`src/rtl/mem_arb_2to1.sv`:
```
// Two-to-one round-robin memory port arbiter. An in-order route FIFO of
// requester IDs steers each memory response back to the port that issued it.
module mem_arb_2to1 #(
  parameter int p_max_outstanding = 4
) (
  input  logic                                 clk,
  input  logic                                 rst_n,

  input  logic [76:0]                          req0_msg,
  input  logic                                 req0_val,
  output logic                                 req0_rdy,
  output logic [46:0]                          resp0_msg,
  output logic                                 resp0_val,
  input  logic                                 resp0_rdy,

  input  logic [76:0]                          req1_msg,
  input  logic                                 req1_val,
  output logic                                 req1_rdy,
  output logic [46:0]                          resp1_msg,
  output logic                                 resp1_val,
  input  logic                                 resp1_rdy,

  output logic [76:0]                          mem_req_msg,
  output logic                                 mem_req_val,
  input  logic                                 mem_req_rdy,
  input  logic [46:0]                          mem_resp_msg,
  input  logic                                 mem_resp_val,
  output logic                                 mem_resp_rdy,

  output logic [$clog2(p_max_outstanding):0]   outstanding,
  output logic                                 err_spurious
);

  localparam int PTR_W = $clog2(p_max_outstanding);
  localparam int CNT_W = PTR_W + 1;
  localparam logic [CNT_W-1:0] DEPTH = CNT_W'(p_max_outstanding);

  logic [p_max_outstanding-1:0] route_id;
  logic [PTR_W-1:0]             rd_ptr;
  logic [PTR_W-1:0]             wr_ptr;
  logic [CNT_W-1:0]             count;
  logic                         last;

  logic full;
  logic empty;
  logic grant_id;
  logic grant_en;
  logic grant0;
  logic grant1;
  logic push;
  logic pop;
  logic head_id;

  // Full/empty come from registered state only, so a same-cycle pop never
  // frees a slot for a push and a same-cycle push never feeds a response.
  always_comb begin
    full     = (count == DEPTH);
    empty    = (count == '0);
    grant_id = (req0_val & req1_val) ? ~last : req1_val;
    grant_en = (req0_val | req1_val) & ~full;
    grant0   = grant_en & ~grant_id;
    grant1   = grant_en & grant_id;
    head_id  = route_id[rd_ptr];
  end

  assign mem_req_val = grant_en;
  assign mem_req_msg = grant1 ? req1_msg : (grant0 ? req0_msg : '0);
  assign req0_rdy    = grant0 & mem_req_rdy;
  assign req1_rdy    = grant1 & mem_req_rdy;
  assign push        = grant_en & mem_req_rdy;

  // With nothing outstanding the memory side is always ready, so a stray
  // response is swallowed and flagged rather than stalling the memory.
  assign resp0_msg    = mem_resp_msg;
  assign resp1_msg    = mem_resp_msg;
  assign resp0_val    = mem_resp_val & ~empty & ~head_id;
  assign resp1_val    = mem_resp_val & ~empty & head_id;
  assign mem_resp_rdy = empty ? 1'b1 : (head_id ? resp1_rdy : resp0_rdy);
  assign pop          = mem_resp_val & mem_resp_rdy & ~empty;

  assign outstanding = count;

  always_ff @(posedge clk or negedge rst_n) begin
    if (!rst_n) begin
      rd_ptr       <= '0;
      wr_ptr       <= '0;
      count        <= '0;
      last         <= 1'b1;
      err_spurious <= 1'b0;
    end else begin
      if (push) begin
        wr_ptr <= wr_ptr + PTR_W'(1);
        last   <= grant_id;
      end
      if (pop) begin
        rd_ptr <= rd_ptr + PTR_W'(1);
      end
      count <= count + CNT_W'(push) - CNT_W'(pop);
      if (mem_resp_val && empty) begin
        err_spurious <= 1'b1;
      end
    end
  end

  // Route storage carries no reset; entries are only read while count says valid.
  always_ff @(posedge clk) begin
    if (push) begin
      route_id[wr_ptr] <= grant_id;
    end
  end

endmodule

```
`config.mk`:
```
export PLATFORM = sky130hd
export DESIGN_NAME = mem_arb_2to1
export DESIGN_NICKNAME = d
export VERILOG_FILES = /design/src/rtl/mem_arb_2to1.sv
export SDC_FILE = /design/constraint.sdc
export NUM_CORES = 1
export LEC_CHECK = 0
export CORE_AREA = 2 2 151 153
export CTS_BUF_LIST = sky130_fd_sc_hd__clkbuf_4 sky130_fd_sc_hd__clkbuf_8
export DETAILED_ROUTE_END_ITERATION = 6
export DIE_AREA = 0 0 153 155
export PLACE_DENSITY = 0.56
export REMOVE_ABC_BUFFERS = 1
export SYNTH_ARGS = -nofsm -noshare
export SYNTH_HDL_FRONTEND = slang
export SYNTH_SLANG_ARGS = --single-unit
export TNS_END_PERCENT = 1
```
`constraint.sdc`:
```
create_clock -name clk -period 2.55 [get_ports clk]
set_clock_uncertainty 0.05 [all_clocks]
set_input_delay 0.255 -clock clk [delete_from_list [all_inputs] [get_ports clk]]
set_output_delay 0.255 -clock clk [all_outputs]
set_load 0.03 [all_outputs]
```
[After elaboration in Yosys (flattened, before gate mapping)]
Index checks and enable logic that the tools add are counted.
Storage, ports and cells
  bits of input ports: 209
  output and inout bits: 181
  RAM bits: 0
  memories: 0
  logic and storage cells: 45
  memory bits (read-only): 0
  flip-flop bits (word level): 13
  bits in latches: 0
Operators by class
  reduce and logical (&&, ||, !) cells: 3
  $lt $le $gt $ge: 3
  divide/modulo/power cells: 0
  multiply operators: 0
  equal/unequal tests: 1
  shifts and indexed selects: 0
  mux-type cells: 10
  add/subtract/negate cells: 4
  bitwise gates (word level): 18
Operator list (count)
  2-to-1 mux 77 bit: 2
  AND 1 bit: 12
  less-than comparator 2 x 3 -> 1 bit, second input constant: 2
  2-to-1 mux 1 bit: 5
  inverter 1 bit: 5
  adder 2 x 1 -> 2 bit, second input constant: 2
  bitwise mux 4 bit: 1
  adder 3 x 1 -> 3 bit: 1
  == test 3 bit, second input constant: 1
  zero test 3 bit: 1
  subtractor 3 x 1 -> 3 bit: 1
  binary-select mux 1 bit (select 2 bit): 1
  demux 1 bit (select 2 bit): 1
  >= comparator 2 x 1 -> 1 bit, second input constant: 1
  logical AND 1 bit: 2
  OR 1 bit: 1

[Logic depth before layout (Yosys ltp)]
Gate-level depths: netlist of run 1.
  word-level depth: 7
  depth in mapped cells: 11
  gate-level depth less buffers: 11

[Worst setup path after synthesis of run 1]
Ideal clock, no wire load.
  path type: register -> register
  start: register count[2], in the netlist outstanding[2]
  end: register count[2], in the netlist outstanding[2]
  buffers on the path: 0
  data required time: 2366 ps
  slack: 18 ps
  clock period less this slack: 2532 ps
  library setup time: 134 ps
  arrival time: 2347 ps
  cell stages (with the launch flop): 11
  path through: dfrtp_1 nor3b_4 nor3b_2 inv_1 ha_1 inv_1 ha_1 inv_1 fa_1 xnor2_1 xnor2_1
On the way
  word-level cells in the longest chain between the ends: 6
  elaborated cells between the ends (all ways): 11
  those cells by class: add/sub (2); eq/ne (1); mux (1); bitwise (6); reduce/logical (1)
RTL lines
  from (decl): RTL line 41  | logic [CNT_W-1:0] count;
  from (signal assigned): RTL line 98  | count <= count + CNT_W'(push) - CNT_W'(pop);
  == test 3 bit: RTL line 57  | full = (count == DEPTH);
  inverter 1 bit: RTL line 60  | grant_en = (req0_val | req1_val) & ~full;
  AND 1 bit: RTL line 60
  AND 1 bit: RTL line 70  | assign push = grant_en & mem_req_rdy;
  adder 3 x 1 -> 3 bit: RTL line 98
  subtractor 3 x 1 -> 3 bit (*): RTL line 98
Mark *: on every way between the ends. The rest lies on a longest branch, timed or not.
A chain may end at the register's enable or synchronous reset.

[Worst setup path after layout of run 1]
  start: register rd_ptr[1]
  end: register count[2], in the netlist outstanding[2]
On the way
  word-level cells in the longest chain between the ends: 7
RTL lines
  from (decl): RTL line 39  | logic [PTR_W-1:0] rd_ptr;
  from (signal assigned): RTL line 96  | rd_ptr <= rd_ptr + PTR_W'(1);
  binary-select mux 1 bit (select 2 bit): RTL line 63  | head_id = route_id[rd_ptr];
  2-to-1 mux 1 bit (implied by the code): RTL line 63
  2-to-1 mux 1 bit (2 in a row): RTL line 78  | assign mem_resp_rdy = empty ? 1'b1 : (head_id ? resp1_rdy : resp0_rdy);
  AND 1 bit (2 in a row): RTL line 79  | assign pop = mem_resp_val & mem_resp_rdy & ~empty;
  named net pop: RTL line 51  | logic pop;
  subtractor 3 x 1 -> 3 bit: RTL line 98
The timed path passes the listed nets, and every way through them passes these cells. The select of a mux whose other input is x is not followed.

==> results of run 1 <==
-- critical path, stage by stage (launching register included) --
cell and delay, ns:
dfrtp_2 0.44, mux2i_2 0.18, mux2i_2 0.23, mux2i_1 0.27, nor2_1 0.08, ha_1 0.28, inv_1 0.06, ha_1 0.13
inv_1 0.05, fa_2 0.34, xnor2_2 0.14, xnor2_1 0.12
-- sequential cells by signal, summed over array words and instances (netlist names) --
register and flops:
outstanding 3, wr_ptr 2, route_id 4, rd_ptr 2, last 1, err_spurious 1
-- synth_stat cells --
master and n:
nor3b_2 1, buf_6 4, a21o_1 1, nor3b_1 1
buf_4 94, ha_1 6, buf_2 9, or3_1 1
xnor2_1 3, clkbuf_1 4, o21bai_1 1, dfrtp_1 8
nor3b_4 1, xor2_1 1, nor2b_1 2, a22o_1 77
inv_1 8, dfstp_2 1, mux2i_1 6, edfxtp_1 4
and2_1 5, o31ai_1 1, fa_1 1, a21oi_1 1
nor2_1 5, nor2_2 1, nand2_1 3, o21ai_0 3
-- metal layers --
metal,global-route usage,part of all wire,vias up
li1,-,-,1132
met1,0.136,0.40,1177
met2,0.144,0.39,250
met3,0.106,0.19,14
met4,0.0176,0.0078,12
met5,0.0849,0.017,-
-- power by group through the flow --
stage	logic (mW)	registers [mW]	clock network [mW]
6_report	2.74	0.390	0.193
5_1_grt	2.91	0.398	0.213
3_3_place_gp	2.74	0.382	0
4_1_cts	2.74	0.382	0.199
2_1_floorplan	1.45	0.438	0
3_5_place_dp	2.73	0.386	0
-- metrics by stage --
stage / util / TNS (ns) / std cells
floorplan: - / -122.62 / 142
global placement: 0.191 / 0 / 689
detailed placement: 0.191 / 0 / 689
CTS: 0.194 / 0 / 693
global route: 0.195 / -0.0392 / 693
finish: 0.195 / 0 / 693
-- cell families (layout without fill, tap and decap cells) --
| family | Yosys count | count (layout) | share of synthesized area |
|---|---|---|---|
| simple gates | 20 | 20 | 0.0564 |
| fa+ha+maj | 7 | 7 | 0.0428 |
| buf+inv | 119 | 274 | 0.379 |
| xor+xnor | 4 | 4 | 0.0158 |
| mux | 6 | 6 | 0.0271 |
| compound gates | 84 | 84 | 0.323 |
| flops | 13 | 13 | 0.156 |
-- how the worst max path moves through the flow --
stage / endpoint / cells after the start
detailed placement: outstanding[2] / 11
floorplan: mem_req_msg[0] / 3
CTS: outstanding[2] / 11
global placement: outstanding[2] / 11
finish: outstanding[2] / 11
global route: outstanding[2] / 11
-- layout make-up --
type | instances | area (µm²) | share of cell area
inverter | 8 | 30.0 | 0.00694
sequential | 13 | 348 | 0.0804
clock buffer | 4 | 48.8 | 0.0113
tap | 285 | 357 | 0.0824
multi-input combinational | 121 | 1070 | 0.246
timing repair buffer | 262 | 2480 | 0.573
==> out/results.tsv, run 1 <==
stage	metric	value	unit
grt	grt_first_pass_wirelength	19400	µm
clock_tree	cts-htree-levels	1	
clock_tree	cts_tree	built	
clock_tree	cts_hold_buf	0	
synth	synth.top_cell.area_share	0.318	
setup_path	timing.reg2reg.setup_slack	0.07	ns
clock_tree	worstSkewPairLatency	0.24	ns
layout	layout_commonest_cell	clkdlybuf4s50_1	
place	pre_cts_ws	0.0344	ns
run_status	status	complete, no violations	
clock_tree	cts_buffers	3	
pwr	irDropWorstVdd	0.257	mV
sta	whs	0.298	ns
floorplan	die_h	155	µm
setup_path	worstSetupPathType	reg2reg	
setup_path	cp.required	2.63	ns
setup_path	r2r-start	rd_ptr[1]	
grt	grt_antenna_before_repair	0	
layout	n_fill_cell	2459	
setup_path	start_kind	flop	
grt	grt_max_degree	58	
synth	synth_seq_cells	13	
synth	syn_avg_cell_area	8.77	µm²
clock_tree	cts_root_buf	clkbuf_8	
pwr	pwr_density_cell	769	nW/µm²
synth	synthDistinctLibCells	28	
place	placed_cell_area	4260	µm²
layout	diodes	0	
setup_path	rr_endpoint	outstanding[2]	
sta	slew_headroom	0.667	
route	drt_iter0_drc	122	
layout	drive_gt1_frac	0.265	
sta	period_needed	2.48	ns
setup_path	crit_path_end_kind	flop	
route	drt_drc_violations_left	0	
place	dp_hpwl	12200	µm
clock_tree	clock_path_buffers	2	
floorplan	die_area	23700	µm²
pwr	intPower	1.68	mW
route	routed_wl	15000	µm
synth	synth_seq_area_share	0.156	
layout	area_delta_synth_final	94.9	%
route	post_drt_wl_per_cell	21.6	µm
pwr	p_clk_frac	0.058	
route	vias	2585	
sta	hold_violations	0	
pwr	p_sw_frac	0.495	
floorplan	design.core.area	22200	µm²
sta	worstMarginPinSlew	0.497	ns
sta	fin_crit_sh	0.972	
place	port_buffers	248	
pwr	totalPowerFinal	3.33	mW
sta	fmax	404	MHz
sta	rsz0062_at_grt	true	
clock_tree	clock_sinks	13	
pwr	p_sw	1.65	mW
route	drtPass1Iterations	4	
grt	grt_overflow	0	
layout	nets	625	
setup_path	critPathLaunch	rd_ptr[1]	
route	viasPerCell	3.73	
layout	mostFrequentLayoutCells	clkdlybuf4s50_1, buf_4, a22o_1	
worst_hold_path	hold_path_class	in2async	
pwr	p_comb_frac	0.825	
synth	syn_area	2220	µm²
layout	fin_area	4330	µm²
route	antenna_left	0	
sta	fin_ws	0.0726	ns
clock_tree	cts_resized	0	
run	cap_violations	0	
setup_path	reg2reg_depth	11	
sta	drv_slew	0	
floorplan	rows	55	
sta	finalSetupViolations	0	
synth	ys_top_cells_by_area	buf_4, a22o_1, dfrtp_1, edfxtp_1, ha_1	
synth	syn_inst	253	
place	place.gp.congestion	0.674	
clock_tree	post_cts_buffers	0	
setup_path	arrival	2.55	ns
grt	gr-usage-all-layers	0.115	
floorplan	initial_core_util	0.0999	
pwr	p_leak	1.84	nW
setup_path	critical_path.max_fanout	3	
pwr	p_seq_frac	0.117	
synth	synth.largest_area_cell	buf_4	
grt	grt_pass1_vias	2494	
synth	yosys_warnings	0	
floorplan	die_x	153	µm
floorplan	io-pin-count	390	
clock_tree	clk_pin_slew	0.06	ns
Power figures use the tool's default switching activity.
==> run 2, diff against run 1 <==
Settings changed: ABC_AREA from default to 0.
==> results of run 2 <==
Same layout as run 1: the final DEF is identical, and so are final timing and power.
